**src/rtl/ram_lab_pkg.sv**
```systemverilog
// Shared types and defaults for the SRAM lab blocks (reader and writer).
// Holds the controller state encoding and the warm-up length.
package ram_lab_pkg;

  localparam int STARTUP_CYCLES_DEFAULT = 10;
  localparam int ADDR_W  = 8;
  localparam int DATA_W  = 8;
  localparam int COUNT_W = 9;

  typedef enum logic [2:0] {
    STARTUP,
    IDLE,
    ISSUE,
    WAIT_DATA,
    PRESENT,
    DONE
  } ramState_e;

  // Wraps naturally from 8'hFF to 8'h00, so 256-word bursts cover every address once.
  function automatic logic [ADDR_W-1:0] nextAddr(input logic [ADDR_W-1:0] a);
    return a + ADDR_W'(1);
  endfunction

endpackage

```
**src/rtl/ram_reader_if.sv**
```systemverilog
// Consumer-facing request/stream interface of the SRAM burst reader.
// The reader sits on the slave side; the requesting/consuming block uses master.
interface ram_reader_if;
  import ram_lab_pkg::*;

  logic               start;
  logic [ADDR_W-1:0]  base_addr;
  logic [COUNT_W-1:0] count;
  logic               out_ready;
  logic [DATA_W-1:0]  x;
  logic               out_valid;
  logic               busy;
  logic               fim;
  logic [DATA_W-1:0]  checksum;

  modport master (
    output start, base_addr, count, out_ready,
    input  x, out_valid, busy, fim, checksum
  );

  modport slave (
    input  start, base_addr, count, out_ready,
    output x, out_valid, busy, fim, checksum
  );

endinterface

```
**src/rtl/ram_reader_spram.sv**
```systemverilog
// Behavioural model of the 256x8 single-port SRAM macro with registered read data.
// Active-low enable/write/output-enable; Q reads as zero while the output is disabled.
module SPRAM256X8 (
  input  logic       CLK,
  input  logic [7:0] ADR,
  input  logic [7:0] D,
  output logic [7:0] Q,
  input  logic       WEB,
  input  logic       ENB,
  input  logic       OEB,
  input  logic       ramvdd,
  input  logic       ramgnd,
  output logic       RTEST
);

  logic [7:0] mem [0:255];
  logic [7:0] qReg;
  logic       powerGood;

  assign powerGood = ramvdd & ~ramgnd;

  // One access per enabled edge: either a write, or a read into the output register.
  always_ff @(posedge CLK) begin
    if (powerGood && !ENB) begin
      if (!WEB) begin
        mem[ADR] <= D;
      end else begin
        qReg <= mem[ADR];
      end
    end
  end

  assign Q     = OEB ? 8'h00 : qReg;
  assign RTEST = powerGood;

endmodule

```
**src/rtl/ram_reader.sv**
```systemverilog
// Burst reader: waits out SRAM warm-up, then streams count words from base_addr
// through a valid/ready output while accumulating a modulo-256 checksum.
module ram_reader
  import ram_lab_pkg::*;
#(
  parameter int STARTUP_CYCLES = STARTUP_CYCLES_DEFAULT
) (
  input logic         clk,
  input logic         reset,
  ram_reader_if.slave bus
);

  ramState_e          state_q, state_d;
  logic [15:0]        startCnt_q, startCnt_d;
  logic [ADDR_W-1:0]  addr_q, addr_d;
  logic [COUNT_W-1:0] remaining_q, remaining_d;
  logic [DATA_W-1:0]  checksum_q, checksum_d;
  logic [DATA_W-1:0]  x_q, x_d;

  logic               startDone;
  logic               startTaken;
  logic               accept;
  logic               busy;
  logic               outValid;
  logic               fim;
  logic               sramEnb;
  logic               sramOeb;
  logic [DATA_W-1:0]  sramQ;

  assign startDone  = (int'(startCnt_q) + 1) >= STARTUP_CYCLES;
  assign startTaken = ((state_q == IDLE) || (state_q == DONE)) && bus.start;
  assign accept     = (state_q == PRESENT) && bus.out_ready;

  // State and datapath registers; reset abandons any burst and restarts warm-up.
  always_ff @(posedge clk or posedge reset) begin
    if (reset) begin
      state_q     <= STARTUP;
      startCnt_q  <= '0;
      addr_q      <= '0;
      remaining_q <= '0;
      checksum_q  <= '0;
      x_q         <= '0;
    end else begin
      state_q     <= state_d;
      startCnt_q  <= startCnt_d;
      addr_q      <= addr_d;
      remaining_q <= remaining_d;
      checksum_q  <= checksum_d;
      x_q         <= x_d;
    end
  end

  always_comb begin
    state_d = state_q;
    case (state_q)
      STARTUP:   if (startDone) state_d = IDLE;
      IDLE,
      DONE:      if (bus.start) state_d = (bus.count == '0) ? DONE : ISSUE;
      ISSUE:     state_d = WAIT_DATA;
      WAIT_DATA: state_d = PRESENT;
      PRESENT:   if (accept) state_d = (remaining_q == COUNT_W'(1)) ? DONE : ISSUE;
      default:   state_d = STARTUP;
    endcase
  end

  // SRAM read data lands in Q during WAIT_DATA, one edge after the ISSUE access.
  always_comb begin
    startCnt_d  = startCnt_q;
    addr_d      = addr_q;
    remaining_d = remaining_q;
    checksum_d  = checksum_q;
    x_d         = x_q;
    if ((state_q == STARTUP) && !startDone) begin
      startCnt_d = startCnt_q + 16'd1;
    end
    if (startTaken) begin
      addr_d      = bus.base_addr;
      remaining_d = bus.count;
      checksum_d  = '0;
    end
    if (state_q == WAIT_DATA) begin
      x_d = sramQ;
    end
    if (accept) begin
      checksum_d  = checksum_q + x_q;
      addr_d      = nextAddr(addr_q);
      remaining_d = remaining_q - COUNT_W'(1);
    end
  end

  always_comb begin
    busy     = 1'b1;
    outValid = 1'b0;
    fim      = 1'b0;
    sramEnb  = 1'b1;
    sramOeb  = 1'b1;
    case (state_q)
      IDLE:      busy = 1'b0;
      DONE: begin
        busy = 1'b0;
        fim  = 1'b1;
      end
      ISSUE: begin
        sramEnb = 1'b0;
        sramOeb = 1'b0;
      end
      WAIT_DATA: sramOeb = 1'b0;
      PRESENT:   outValid = 1'b1;
      default:   busy = 1'b1;
    endcase
  end

  // Read-only use of the macro: write strobe parked high, data-in grounded.
  SPRAM256X8 U1 (
    .CLK    (clk),
    .ADR    (addr_q),
    .D      (8'h00),
    .Q      (sramQ),
    .WEB    (1'b1),
    .ENB    (sramEnb),
    .OEB    (sramOeb),
    .ramvdd (1'b1),
    .ramgnd (1'b0),
    .RTEST  ()
  );

  assign bus.x         = x_q;
  assign bus.out_valid = outValid;
  assign bus.busy      = busy;
  assign bus.fim       = fim;
  assign bus.checksum  = checksum_q;

endmodule
```
**src/flat_wrapper.sv**
```systemverilog
// flat-port wrapper written by rule: the top's interface ports become plain ports
module ram_reader_flat import ram_lab_pkg::*;
#(
  parameter int STARTUP_CYCLES = STARTUP_CYCLES_DEFAULT
)
  (clk, reset, bus_start, bus_base_addr, bus_count, bus_out_ready, bus_x, bus_out_valid, bus_busy, bus_fim, bus_checksum);
  ram_reader_if bus_i ();
  input logic clk;
  input logic reset;
  input wire logic [$bits(bus_i.start)-1:0] bus_start;
  input wire logic [$bits(bus_i.base_addr)-1:0] bus_base_addr;
  input wire logic [$bits(bus_i.count)-1:0] bus_count;
  input wire logic [$bits(bus_i.out_ready)-1:0] bus_out_ready;
  output wire logic [$bits(bus_i.x)-1:0] bus_x;
  output wire logic [$bits(bus_i.out_valid)-1:0] bus_out_valid;
  output wire logic [$bits(bus_i.busy)-1:0] bus_busy;
  output wire logic [$bits(bus_i.fim)-1:0] bus_fim;
  output wire logic [$bits(bus_i.checksum)-1:0] bus_checksum;
  assign bus_i.start = bus_start;
  assign bus_i.base_addr = bus_base_addr;
  assign bus_i.count = bus_count;
  assign bus_i.out_ready = bus_out_ready;
  assign bus_x = bus_i.x;
  assign bus_out_valid = bus_i.out_valid;
  assign bus_busy = bus_i.busy;
  assign bus_fim = bus_i.fim;
  assign bus_checksum = bus_i.checksum;
  ram_reader #(.STARTUP_CYCLES(STARTUP_CYCLES)) u_core (.clk(clk), .reset(reset), .bus(bus_i));
endmodule
```
**config.mk**
```make
export PLATFORM = sky130hd
export DESIGN_NAME = ram_reader_flat
export DESIGN_NICKNAME = d
export VERILOG_FILES = /design/src/rtl/ram_lab_pkg.sv /design/src/rtl/ram_reader_if.sv /design/src/rtl/ram_reader_spram.sv /design/src/rtl/ram_reader.sv /design/src/flat_wrapper.sv
export SDC_FILE = /design/constraint.sdc
export NUM_CORES = 1
export LEC_CHECK = 0
export CELL_PAD_IN_SITES_DETAIL_PLACEMENT = 0
export CELL_PAD_IN_SITES_GLOBAL_PLACEMENT = 1
export CORE_ASPECT_RATIO = 1.5
export CORE_MARGIN = 2
export CORE_UTILIZATION = 33
export CTS_CLUSTER_SIZE = 16
export DETAILED_ROUTE_END_ITERATION = 10
export GPL_TIMING_DRIVEN = 0
export HOLD_SLACK_MARGIN = 0.05
export PLACE_DENSITY = 0.74
export SLEW_MARGIN = 0
export SYNTH_ARGS = -nofsm -noshare
export SYNTH_HDL_FRONTEND = slang
export SYNTH_SLANG_ARGS = --single-unit
```
**constraint.sdc**
```tcl
create_clock -name clk -period 2.35 [get_ports clk]
set_clock_uncertainty 0.1 [all_clocks]
set_input_delay 0.705 -clock clk [delete_from_list [all_inputs] [get_ports clk]]
set_output_delay 0.705 -clock clk [all_outputs]
set_load 0.005 [all_outputs]
```
==> summary.md <==
| Metric | Value |
|---|---|
| Core area | `0.00508 mm2` |
| # DRC | `0` |
| Final ANT Viol Nets | `0` |
| Setup CP Type | `flop to flop` |
| Critical path peak fanout | `5` |
| Largest net degree at the start of global routing | `29` |
| Fin crit share | `101%` |
| GRT overflow | `0` |
| WL per Instance | `12.5 um` |
| HPWL Detailed | `2.72 mm` |
| Synth area leaders | `dfrtp_1 (41%), buf_4 (7.4%), nor2_1 (4.1%), ha_1 (2.9%), clkbuf_1 (2.8%)` |
| Post-synth top cells | `dfrtp_1 (28), nor2_1 (19), buf_4 (17), clkbuf_1 (13), inv_1 (9)` |
| Final Critical Period | `2.38 ns` |
| RSZ-0062 raised after global routing | `yes` |
| Die Span Y | `92.5 um` |
| Die width | `63.0 um` |
| Starting Density | `33.9%` |
| Max_slew headroom | `27.2%` |
| Slew Limit Fails | `0` |
| EDFF count, synth | `0` |
| Worst setup EP type | `flop` |
| Most common cell in the netlist | `dfrtp_1` |
| Final WS setup | `-0.0319 ns` |
| Fmax | `420 MHz` |
| Top Ports | `40` |
| Cell Chain, Critical Path | `ha_4 -> and3_4 -> or4b_4 -> a21boi_2 -> o22ai_2 -> or4_4 -> xnor2_1` |
| Final Util | `43.7%` |
| Worst path bufs/invs | `0` |
| GRT Total Usage | `13.6%` |
| DRT iter0 DRCs | `43` |
| Failing checks | `negative setup slack` |
| CP top delay family | `simple AND/OR/NAND/NOR gates` |
| Area Overhead vs Synth | `29.0%` |
| Clock Sink Count | `28` |
| Cells after Synth | `192` |
| FF+latch count, synth | `28` |
| Worst-Margin Slew | `1.09 ns` |
| Netlist Area Pre-Place | `0.00172 mm2` |
| Die area | `0.00582 mm2` |
| Final GP Congestion | `0.771` |
| CP required | `2.42 ns` |
| Area leader, netlist | `dfrtp_1` |
| Post-place setup slack | `-0.147 ns` |
| Yosys Warn Count | `0` |
| Num rows | `32` |
| Vias | `1486` |
| Final net count | `262` |
| Hold Vio Cnt, Final | `0` |
| Ys flop type | `dfrtp_1` |
| H-tree depth | `1` |
| Initial antenna violation count | `0` |
| Avg Inst Size Synth | `8.97 um2` |
| Global-route wire length before repair | `6.30 mm` |
| Number of antenna cells inserted | `0` |
| Drt pass-1 iters | `4` |
| Worst Hold Class | `flop to flop` |
| WP data arrival | `2.46 ns` |
| Synth top area share | `40.7%` |
| Root Driver | `clkbuf_8` |
| PwrDens | `969 mW/mm2` |
| Clock slew at reported path FFs | `0.10 ns` |
| Layout cells sized above 1 | `21.2%` |
| PortBufs | `15` |
| Yosys cell types | `45` |
| Worst vdd ir | `0.000415 V` |
| Leakage power | `0.980 nW` |
| CP startpoint kind | `flop` |
| Worst-skew pair later-pin latency | `0.28 ns` |
| Crit-path max cell delay | `0.49 ns` |
| Vias per cell | `4.89` |
| Clock buffer count from CTS | `3` |
| CTS Hold Bufs | `0` |
| Hold_ws | `0.394 ns` |
| Async set-reset flop share out of synthesis | `100%` |
| Sequential share of the synthesized area | `40.7%` |
| CTS tree | `yes` |
| DRT Wirelength | `3.81 mm` |
| CTS max path bufs | `2` |
| Status | `complete, but fails checks` |
| Vias in the first global route | `1361` |
| Slowest-stage cell, CP | `or4b_4` |
| Max Cap Viol | `0` |
| Final setup vio count | `1` |
## routing by layer
metal	global-route usage (%)	share of wire [%]	vias to the layer above
li1	-	-	745
met1	16.6	43	704
met2	23.8	52	29
met3	1.46	2.6	8
met4	5.74	2.0	0
met5	0	0	-
## sequential cells by signal, summed over array words and instances, names as in the netlist
name	cells
u_core.state_q	3
u_core.startCnt_q	16
u_core.remaining_q	9
## path summary, 6_finish.rpt
path                                              startpoint                           endpoint  slack, ns  depth (start not counted)
min reg2reg                u_core.startCnt_q[14]$_DFFE_PP0P_  u_core.startCnt_q[14]$_DFFE_PP0P_       0.39                          1
max reg2reg                 u_core.startCnt_q[0]$_DFFE_PP0P_   u_core.startCnt_q[2]$_DFFE_PP0P_      -0.03                          7
min                        u_core.startCnt_q[14]$_DFFE_PP0P_  u_core.startCnt_q[14]$_DFFE_PP0P_       0.39                          1
min in group asynchronous                              reset  u_core.remaining_q[5]$_DFFE_PP0P_       0.90                          2
max in group asynchronous                              reset   u_core.startCnt_q[1]$_DFFE_PP0P_       0.52                          2
max                         u_core.startCnt_q[0]$_DFFE_PP0P_   u_core.startCnt_q[2]$_DFFE_PP0P_      -0.03                          7
## kinds of logic (layout without fill, tap and decap cells)
group,count (synthesis),in the layout,synth area share [%]
xor+xnor,6,6,3.05
fa+ha+maj,4,4,2.91
mux,1,1,0.581
simple gates,72,72,23.3
other cells,1,16,0.218
flops,28,28,40.7
buf+inv,42,71,13.4
compound gates,38,38,15.8
## where the power goes
part / switching, W / internal (W) / total [W]
logic: 0.000546 / 0.000552 / 0.00110
clock network: 0.000156 / 0.000150 / 0.000306
registers: 0.000128 / 0.000620 / 0.000748
## final cells by class
cell class / instances / area, um2
repair buffers: 25 / 229
well taps: 68 / 85.1
plain buffers: 33 / 203
fillers: 552 / 2860
inverters: 9 / 33.8
multi-input cells: 137 / 912
clock buffers: 4 / 55.1
flip-flops and latches: 28 / 703
## stage by stage
stage | power, W | TNS [ns] | instance area, um2 | instances
finish | 0.00215 | -0.0319 | 2220 | 304
global route | 0.00233 | -0.332 | 2220 | 304
floorplan | 0.00138 | 0 | 1780 | 207
CTS | 0.00205 | -0.0470 | 2150 | 298
global placement | 0.00162 | -1.19 | 2020 | 290
detailed placement | 0.00163 | -0.999 | 2020 | 290
## placed cells by master (no fill, tap or decap), types with 5 or more instances in the layout
master / count
nor2_1: 19
nor3_1: 5
a31oi_1: 5
a21oi_1: 8
nand2_1: 8
dfrtp_1: 26
inv_1: 8
clkdlybuf4s50_1: 12
conb_1: 16
buf_4: 28
clkbuf_1: 13
nand3_1: 7
## repair_timing
item | 4_1_cts | 5_1_grt
setup buffers | 4 | 6
resized for setup | 15 | 6
setup endpoints to repair | 9 | 8
pin swaps | 1 | 5
No activity file was read; power rests on OpenSTA's default activity.
